===== config.mk =====
export PLATFORM = sky130hd
export DESIGN_NAME = adc_frame_seq
export DESIGN_NICKNAME = d
export VERILOG_FILES = /design/src/rtl/adc_frame_seq_pkg.sv /design/src/rtl/adc_frame_seq_stage_watchdog.sv /design/src/rtl/adc_frame_seq.sv
export SDC_FILE = /design/constraint.sdc
export NUM_CORES = 1
export LEC_CHECK = 0
export ABC_AREA = 1
export CORE_MARGIN = 1
export CORE_UTILIZATION = 50
export DETAILED_ROUTE_END_ITERATION = 10
export PLACE_DENSITY = 0.77
export SYNTH_ARGS = -nofsm -noshare
export SYNTH_HDL_FRONTEND = slang
export SYNTH_SLANG_ARGS = --single-unit

===== constraint.sdc =====
create_clock -name sys_clk -period 2.05 [get_ports sys_clk]
set_input_delay 0.3075 -clock sys_clk [delete_from_list [all_inputs] [get_ports sys_clk]]
set_output_delay 0.3075 -clock sys_clk [all_outputs]
set_load 0.05 [all_outputs]

===== src/rtl/adc_frame_seq_pkg.sv =====
// rtl/adc_frame_seq_pkg.sv - state codes, default frame geometry and frame length helper
package adc_frame_seq_pkg;

  // State codes double as err_code values, so keep them stable.
  localparam logic [3:0] ST_IDLE  = 4'd0;
  localparam logic [3:0] ST_CHECK = 4'd1;
  localparam logic [3:0] ST_CONF  = 4'd2;
  localparam logic [3:0] ST_PREP  = 4'd3;
  localparam logic [3:0] ST_READ  = 4'd4;
  localparam logic [3:0] ST_FIFO  = 4'd5;
  localparam logic [3:0] ST_CONT  = 4'd6;
  localparam logic [3:0] ST_SEND  = 4'd7;
  localparam logic [3:0] ST_LAST  = 4'd8;
  localparam logic [3:0] ST_ERR   = 4'd9;

  localparam int DEF_BYTES_PER_READ = 64;
  localparam int DEF_HDR_LEN        = 8;

  localparam logic [11:0] TX_LEN_MAX = 12'hFFF;

  typedef enum logic [3:0] {
    S_IDLE  = ST_IDLE,
    S_CHECK = ST_CHECK,
    S_CONF  = ST_CONF,
    S_PREP  = ST_PREP,
    S_READ  = ST_READ,
    S_FIFO  = ST_FIFO,
    S_CONT  = ST_CONT,
    S_SEND  = ST_SEND,
    S_LAST  = ST_LAST,
    S_ERR   = ST_ERR
  } state_t;

  function automatic logic [11:0] calc_tx_len(input int reads, input int bytes_per_read,
                                              input int hdr_len);
    int total;
    total = reads * bytes_per_read + hdr_len;
    if (total > int'(TX_LEN_MAX)) return TX_LEN_MAX;
    return total[11:0];
  endfunction

endpackage


===== src/rtl/adc_frame_seq_stage_watchdog.sv =====
// rtl/adc_frame_seq_stage_watchdog.sv - per-stage wait counter, cleared on every state change
module adc_frame_seq_stage_watchdog #(
  parameter int TIMEOUT = 65535
) (
  input  logic clk,
  input  logic rst,
  input  logic clear,
  input  logic en,
  output logic expired
);

  localparam int WD_W = (TIMEOUT > 1) ? $clog2(TIMEOUT) : 1;
  localparam logic [WD_W-1:0] WD_MAX = WD_W'(TIMEOUT - 1);

  logic [WD_W-1:0] wd;

  // Holding at the limit keeps a stalled stage from wrapping back to zero.
  always_ff @(posedge clk) begin
    if (rst || clear) begin
      wd <= '0;
    end else if (en && !expired) begin
      wd <= wd + WD_W'(1);
    end
  end

  assign expired = (wd == WD_MAX);

endmodule


===== src/rtl/adc_frame_seq.sv =====
// rtl/adc_frame_seq.sv - ADC bring-up and read/fifo/send frame loop with watchdog and frame counter
module adc_frame_seq
  import adc_frame_seq_pkg::*;
#(
  parameter int CNT_W          = 8,
  parameter int BYTES_PER_READ = DEF_BYTES_PER_READ,
  parameter int HDR_LEN        = DEF_HDR_LEN,
  parameter int TIMEOUT        = 65535
) (
  input  logic             sys_clk,
  input  logic             rst,
  input  logic             run,
  input  logic [CNT_W-1:0] frame_len,
  input  logic             clr_err,
  input  logic             fifo_full,
  input  logic             fd_adc_check,
  input  logic             fd_adc_conf,
  input  logic             fd_adc_read,
  input  logic             fd_adc_fifo,
  input  logic             fd_fifod2mac,
  output logic             fs_adc_check,
  output logic             fs_adc_conf,
  output logic             fs_adc_read,
  output logic             fs_adc_fifo,
  output logic             fs_fifod2mac,
  output logic [11:0]      eth_tx_len,
  output logic [15:0]      frame_cnt,
  output logic             busy,
  output logic             err,
  output logic [3:0]       err_code
);

  localparam logic [11:0] TX_LEN_RST = calc_tx_len(1, BYTES_PER_READ, HDR_LEN);

  state_t           state;
  state_t           state_nxt;
  logic [CNT_W-1:0] read_num;
  logic [CNT_W-1:0] len_l;
  logic [CNT_W-1:0] len_eff;
  logic             wd_en;
  logic             wd_expired;
  logic             state_chg;

  assign len_eff   = (frame_len == '0) ? CNT_W'(1) : frame_len;
  assign state_chg = (state_nxt != state);

  adc_frame_seq_stage_watchdog #(
    .TIMEOUT (TIMEOUT)
  ) u_stage_watchdog (
    .clk     (sys_clk),
    .rst     (rst),
    .clear   (state_chg),
    .en      (wd_en),
    .expired (wd_expired)
  );

  always_ff @(posedge sys_clk) begin
    if (rst) begin
      state <= S_IDLE;
    end else begin
      state <= state_nxt;
    end
  end

  // A done strobe wins over a timeout that expires in the same cycle.
  always_comb begin
    state_nxt    = state;
    wd_en        = 1'b0;
    fs_adc_check = 1'b0;
    fs_adc_conf  = 1'b0;
    fs_adc_read  = 1'b0;
    fs_adc_fifo  = 1'b0;
    fs_fifod2mac = 1'b0;
    busy         = (state != S_IDLE) && (state != S_ERR);
    err          = (state == S_ERR);
    case (state)
      S_IDLE: begin
        if (run) state_nxt = S_CHECK;
      end
      S_CHECK: begin
        fs_adc_check = 1'b1;
        wd_en        = 1'b1;
        if (fd_adc_check)    state_nxt = S_CONF;
        else if (wd_expired) state_nxt = S_ERR;
      end
      S_CONF: begin
        fs_adc_conf = 1'b1;
        wd_en       = 1'b1;
        if (fd_adc_conf)     state_nxt = S_PREP;
        else if (wd_expired) state_nxt = S_ERR;
      end
      S_PREP: begin
        if (!run && (read_num == '0)) begin
          state_nxt = S_IDLE;
        end else if (!fifo_full) begin
          state_nxt = S_READ;
        end else begin
          wd_en = 1'b1;
          if (wd_expired) state_nxt = S_ERR;
        end
      end
      S_READ: begin
        fs_adc_read = 1'b1;
        wd_en       = 1'b1;
        if (fd_adc_read)     state_nxt = S_FIFO;
        else if (wd_expired) state_nxt = S_ERR;
      end
      S_FIFO: begin
        fs_adc_fifo = 1'b1;
        wd_en       = 1'b1;
        if (fd_adc_fifo)     state_nxt = S_CONT;
        else if (wd_expired) state_nxt = S_ERR;
      end
      S_CONT: begin
        state_nxt = (read_num == (len_l - CNT_W'(1))) ? S_SEND : S_LAST;
      end
      S_SEND: begin
        fs_fifod2mac = 1'b1;
        wd_en        = 1'b1;
        if (fd_fifod2mac)    state_nxt = S_LAST;
        else if (wd_expired) state_nxt = S_ERR;
      end
      S_LAST: begin
        state_nxt = S_PREP;
      end
      S_ERR: begin
        if (clr_err) state_nxt = S_IDLE;
      end
      default: begin
        state_nxt = S_IDLE;
      end
    endcase
  end

  // Frame length is sampled only at a frame start, so eth_tx_len holds through SEND.
  always_ff @(posedge sys_clk) begin
    if (rst) begin
      read_num   <= '0;
      len_l      <= '0;
      eth_tx_len <= TX_LEN_RST;
      frame_cnt  <= '0;
      err_code   <= '0;
    end else begin
      if ((state == S_PREP) && (read_num == '0)) begin
        len_l      <= len_eff;
        eth_tx_len <= calc_tx_len(int'(len_eff), BYTES_PER_READ, HDR_LEN);
      end
      if ((state == S_CONT) && (state_nxt == S_LAST)) begin
        read_num <= read_num + CNT_W'(1);
      end
      if ((state == S_SEND) && (state_nxt == S_LAST)) begin
        read_num  <= '0;
        frame_cnt <= frame_cnt + 16'd1;
      end
      if ((state != S_ERR) && (state_nxt == S_ERR)) begin
        err_code <= state;
      end
      if ((state == S_ERR) && (state_nxt == S_IDLE)) begin
        read_num <= '0;
        err_code <= '0;
      end
    end
  end

endmodule


* Word-level counts from Yosys, hierarchy flattened
Cells that the tools add are included.
** Cells by class
- Muxes and demuxes :: 26
- Eq/ne operators :: 15
- $add $sub $neg :: 5
- Order comparisons :: 1
- Reduce and logical (&&, ||, !) cells :: 19
** Operators by type and width (count)
- two-way mux 4 bit :: 11
- one-hot mux 4 bit (10 select lines) :: 1
- adder 16 x 1 -> 16 bit, second input constant :: 2
- two-way mux 12 bit :: 2
- == test 16 bit, second input constant :: 1
- == test 4 x 3 -> 1 bit, second input constant :: 4
- == test 4 bit, second input constant :: 4
- zero test 8 bit :: 2
- adder 14 x 4 -> 15 bit, second input constant :: 1
- greater-than comparator 15 x 12 -> 1 bit, second input constant :: 1
- two-way mux 1 bit :: 10
- adder 8 x 1 -> 8 bit, second input constant :: 1
- == test 4 x 2 -> 1 bit, second input constant :: 2
- == test 8 bit :: 1
- logical AND 1 bit :: 8
- zero test 4 bit :: 2
- two-way mux 8 bit :: 1
- subtractor 8 x 1 -> 8 bit, second input constant :: 1
- OR reduction 5 bit :: 1
- == test 4 x 1 -> 1 bit, second input constant :: 1
- inequality test 4 bit :: 1
- inequality test 4 bit, second input constant :: 1
- nonzero test 4 bit :: 1
- OR reduction 3 bit :: 1
- 4 further kinds :: 5
** Storage, ports and cells
- Word-level logic and storage cells :: 73
- Bits of input ports :: 18
- Flip-flop bits (word level) :: 68
- Output and inout bits :: 39

* Depth between registers and ports, before layout
- Depth in word-level cells :: 8
- Gate-level depth with buffers :: 18
- Gate-level depth less buffers :: 17

* Modules after synthesis
From an unflattened synthesis, not the netlist that was laid out.
** Unflattened totals
- Cells, all modules :: 556
- Area total of the unflattened synthesis :: 3761.1 µm²
** By module, submodules not included
- adc_frame_seq :: seq. area each 940.9 µm², instances 1, area an instance 2757.6 µm², cells an instance 405
- adc_frame_seq_stage_watchdog :: seq. area each 320.3 µm², instances 1, area an instance 1003.5 µm², cells an instance 151

* Worst setup path after synthesis
Ideal clock, no wire load.
- Path type :: register to register
- From :: register state[2]
- To :: register u_stage_watchdog.wd[6]
- Cell stages (with the launch flop) :: 13
- Required time :: 1.989 ns
- Path slack :: -0.208 ns
- Period minus slack after synthesis :: 2.258 ns
- Path buffers :: 1
- Arrival :: 2.197 ns
- Library setup time :: 0.061 ns
- Cells stage by stage :: dfxtp_1 nor2_2 inv_2 nor2_1 nor2_1 o21ai_2 nand2_4 inv_2 buf_6 nand2_1 o21ai_0 inv_1 nor2_4
** Between the ends
- Longest elaborated chain between the ends :: 6
- Elaborated cells on any way between the ends :: 26
- Those cells by class :: eq/ne (10); mux (12); reduce/logical (4)
** Ends and longest elaborated chain
- start: declaration :: RTL line adc_frame_seq.sv:35 : state_t state;
- start signal: assignment :: RTL line adc_frame_seq.sv:61 : state <= state_nxt;
- two-way mux 4 bit
- two-way mux 4 bit :: RTL line adc_frame_seq.sv:95 : end else if (!fifo_full) begin
- two-way mux 4 bit :: RTL line adc_frame_seq.sv:93 : if (!run && (read_num == '0)) begin
- one-hot mux 4 bit (10 select lines) :: RTL line adc_frame_seq.sv:76 : case (state)
- inequality test 4 bit :: RTL line adc_frame_seq.sv:45 : assign state_chg = (state_nxt != state);
- logical OR 1 bit :: RTL line adc_frame_seq_stage_watchdog.sv:19 : if (rst || clear) begin
- end signal: assignment :: RTL line adc_frame_seq_stage_watchdog.sv:22 : wd <= wd + WD_W'(1);
- end: declaration :: RTL line adc_frame_seq_stage_watchdog.sv:15 : logic [WD_W-1:0] wd;
Parallel ways exist; a longest one is shown, timed or not.
A chain may end at the register's enable or synchronous reset.

* Worst setup path after layout
- From :: register len_l[1]
- To :: register u_stage_watchdog.wd[1]
** Between the ends
- Longest elaborated chain between the ends :: 6
** Ends and longest elaborated chain
- start: declaration :: RTL line adc_frame_seq.sv:38 : logic [CNT_W-1:0] len_l;
- start signal: assignment :: RTL line adc_frame_seq.sv:145 : len_l <= len_eff;
- subtractor 8 x 1 -> 8 bit :: RTL line adc_frame_seq.sv:115 : state_nxt = (read_num == (len_l - CNT_W'(1))) ? S_SEND : S_LAST;
- == test 8 bit :: RTL line adc_frame_seq.sv:115
- two-way mux 4 bit :: RTL line adc_frame_seq.sv:115
- one-hot mux 4 bit (10 select lines) :: RTL line adc_frame_seq.sv:76
- inequality test 4 bit :: RTL line adc_frame_seq.sv:45
- logical OR 1 bit :: RTL line adc_frame_seq_stage_watchdog.sv:19
Every way passes these cells.

==> results.md <==
- Period utilization: around 100%
- # diodes: 0
- Number of global-route vias before repair: approximately 3800
- First-pass detailed-route iteration total: 5
- Inserted Clock Buffers: 9
- GRT overflow: 0
- Area Growth Syn to Fin: 38.3%
- RR Endpoint: u_stage_watchdog.wd[1]$_SDFFE_PP0P_
- Fin area: roughly 5700 um^2
- Pin count of the biggest net entering global routing: 24
- Worst slew margin: 56.9%
- Pleak: between 2 and 2.5 nW
- Proportion of layout cells with a drive suffix above 1: 27.3%
- CP Class: flop to flop
- Clock Path Buffers: 2
- Power density over the cells: 509 nW/um^2
- RSZ-0062 raised after global routing: yes
- Final nets: 714
- Setup crit end: u_stage_watchdog.wd[1]$_SDFFE_PP0P_
- FF-to-FF path depth: 13
- Yosys cell types: 39
- Clk root buf: clkbuf_8
- WP data arrival: 2.29 ns
- Final Util: 72.4%
- Tot GR Track Use: 25.2%
- CORE AREA: slightly below 8000 um^2
- Mapped Nets: 610
- Clock Skews: 0.00752 ns
- Max Freq: 488 MHz
- Initial Utilization: 52.4%
- IO buf count: 55
- Worst-skew pair later-pin latency: roughly 0.34 ns
- Initial drt markers: 278
- Vias post-DR: 4074
- CP Data Required Time: 2.29 ns
- Fill cells: 609
- Initial antenna violation count: 0
- Global-route wire length before repair: 17100 um
- Post-synthesis area per instance: 6.98 um^2
- FF+latch area: ~1300 um^2
- Total Wirelength: 10800 um
- Outcome: finished clean
- Met3 GRT Util: 5.34%
- Simple-Gate Fraction of Synth Area: 41.7%
- Final slew viol count: 0
- Peak supply drop: 0.405 mV
- M1 GR Usage: between 30% and 40%
- Final Hold Viols: 0
- Final ANT Viol Nets: 0
- Mux share of post-synthesis cell area: 0%
- Crit path time final: 2.05 ns
- Fin cells: between 700 and 800
- #FFs+latches synth: 63
- Yosys top cell by area: dfxtp_1
- CP endpoint kind: flop
- Share of the synthesized area in the top cell type: 30.9%
- Hold depth: 2
- DIE AREA: 8540 um^2
- Crit. Startpoint: len_l[1]$_SDFFE_PP0P_
- Main combinational cell family by area after synthesis: simple AND/OR/NAND/NOR gates
- Die Y: between 90 and 100 um
- Vias per cell: about 5.1
- H-tree levels: 3
- Max Cap Violations: 0
- Routed length per instance: 13.6 um
- Adder-Cell Fraction of Synth Area: 1.84%
- Post-synthesis compound-gate area fraction: 7.93%
- Critical R2R Launch: len_l[1]$_SDFFE_PP0P_
- Synthesized area: 4090 um^2
- CTS sink cnt: 63
- Drt drc: 0
- Row cnt: 32
- I/O pin count: 57
- Most frequent cells in the layout: nand2_1 (122), inv_1 (85), dfxtp_1 (55), clkdlybuf4s50_1 (48), buf_4 (48)
- Placed cell area: about 5200 um^2
- CP Max Fanout: 7
- Area share of xor/xnor cells in the synthesized design: between 5 and 6%
- Clock slew at reported path FFs: 0.07 ns
- Seq/Total Area, Yosys: 30.9%
- Met2 Use GR: 41.5%
- Multi-input logic area: 2550 um^2
- Reg2reg setup slack: 0.003 ns
- Die width: 92.4 um
- Placed cells: 775
- Worst Tran Pin Value: 0.640 ns
- RD Place Congestion: 0.890
- DP Wirelength: 7900 um
- Yosys warnings: 0
- Final hold slack: about 0.45 ns
- Most common cell after layout, fill and taps aside: nand2_1
- CTS tree: done
- HP Class: flop to flop
- Top cells by area, synth: dfxtp_1 (31%), nand2_1 (12%), inv_1 (8.1%)
- Critical path launch point type: flop
- GRT Max-Usage Layer: met2
- Final setup TNS: 0 ns
- Post-Syn Instances: slightly below 600
- Final setup fails: 0
==> layout make-up <==
type | instances | area share [%]
Multi-Input combinational cell | 412 | 45.2
Tap cell | 102 | 2.26
Inverter | 94 | 6.40
Clock inverter | 5 | 1.44
Clock buffer | 11 | 2.50
Sequential cell | 63 | 22.5
Timing Repair Buffer | 110 | 19.8
==> cell usage after synthesis <==
cell type	count
a211oi_1	1
a21oi_1	29
a21oi_4	1
a31oi_1	7
and3_1	2
buf_12	1
buf_2	3
buf_4	6
buf_6	2
clkbuf_1	5
conb_1	1
dfxtp_1	63
ha_1	6
inv_1	88
inv_2	6
nand2_1	128
nand2_2	11
nand2_4	6
nand3_1	27
nand3_2	7
nand3_4	2
nand3b_1	3
nand3b_4	1
nand4_1	13
nand4_2	1
nand4_4	1
nor2_1	57
nor2_2	10
nor2_4	21
nor3_1	17
nor3_4	1
nor4_1	9
o21a_1	1
o21ai_0	17
o21ai_1	2
o21ai_2	1
or2_1	1
xnor2_1	8
xor2_1	20
==> cell families after synthesis <==
group / Yosys count
compound gates: 59
xor+xnor: 28
fa+ha+maj: 6
buf+inv: 111
flops: 63
other cells: 1
simple gates: 318
==> sequential cells by signal, summed over array words and instances (netlist names) <==
signal               flops
read_num                 8
eth_tx_len               7
err_code                 4
u_stage_watchdog.wd     16
len_l                    8
frame_cnt               16
state                    4
==> what timing repair did <==
item | 4_1_cts | 5_1_grt
pin swaps | 4 | 10
resized for setup | 8 | 49
setup endpoints to repair | 21 | 35
cloned | 0 | 1
hold buffers | 0 | 0
hold endpoints to repair | 0 | 0
setup buffers | 0 | 5
==> report_power, final <==
part,total (W),switching (W),internal [W]
registers,0.00124,0.0000104,0.00123
logic,0.000425,0.000236,0.000188
clock network,0.00121,0.000494,0.000718
==> critical path, stage by stage (launching register included) <==
cell       delay (ns)
dfxtp_2          0.34
inv_2            0.05
ha_4             0.26
xor2_1           0.19
o21ai_1          0.14
nor2_4           0.19
nand3_4          0.16
nand3_4          0.11
nand2_1          0.06
nand2_2          0.08
nor2_4           0.04
nand2_4          0.11
clkbuf_16        0.17
nor2_1           0.04
==> worst min-delay path by stage <==
stage                                        start                         end
final                     err_code[3]$_SDFFE_PP0P_    err_code[3]$_SDFFE_PP0P_
after global routing      err_code[3]$_SDFFE_PP0P_    err_code[3]$_SDFFE_PP0P_
after CTS                 err_code[3]$_SDFFE_PP0P_    err_code[3]$_SDFFE_PP0P_
after detailed placement  err_code[3]$_SDFFE_PP0P_    err_code[3]$_SDFFE_PP0P_
after global placement    err_code[3]$_SDFFE_PP0P_    err_code[3]$_SDFFE_PP0P_
after floorplan                                rst  eth_tx_len[9]$_SDFFE_PP0P_
==> metrics by stage <==
stage          power [W]  worst slack [ns]
3_3_place_gp     0.00165            0.0172
4_1_cts          0.00287           0.00272
2_1_floorplan    0.00150           -0.0333
6_report         0.00288           0.00285
3_5_place_dp     0.00165           -0.0185
5_1_grt          0.00298           -0.0923
==> routing by layer <==
layer | wire [um] | vias to the layer above
li1 | - | 2056
met1 | 4830 | 1876
met2 | 5150 | 126
met3 | 643 | 16
met4 | 192 | 0
met5 | 0 | -
Note: power is estimated with default switching activity, not from simulation.
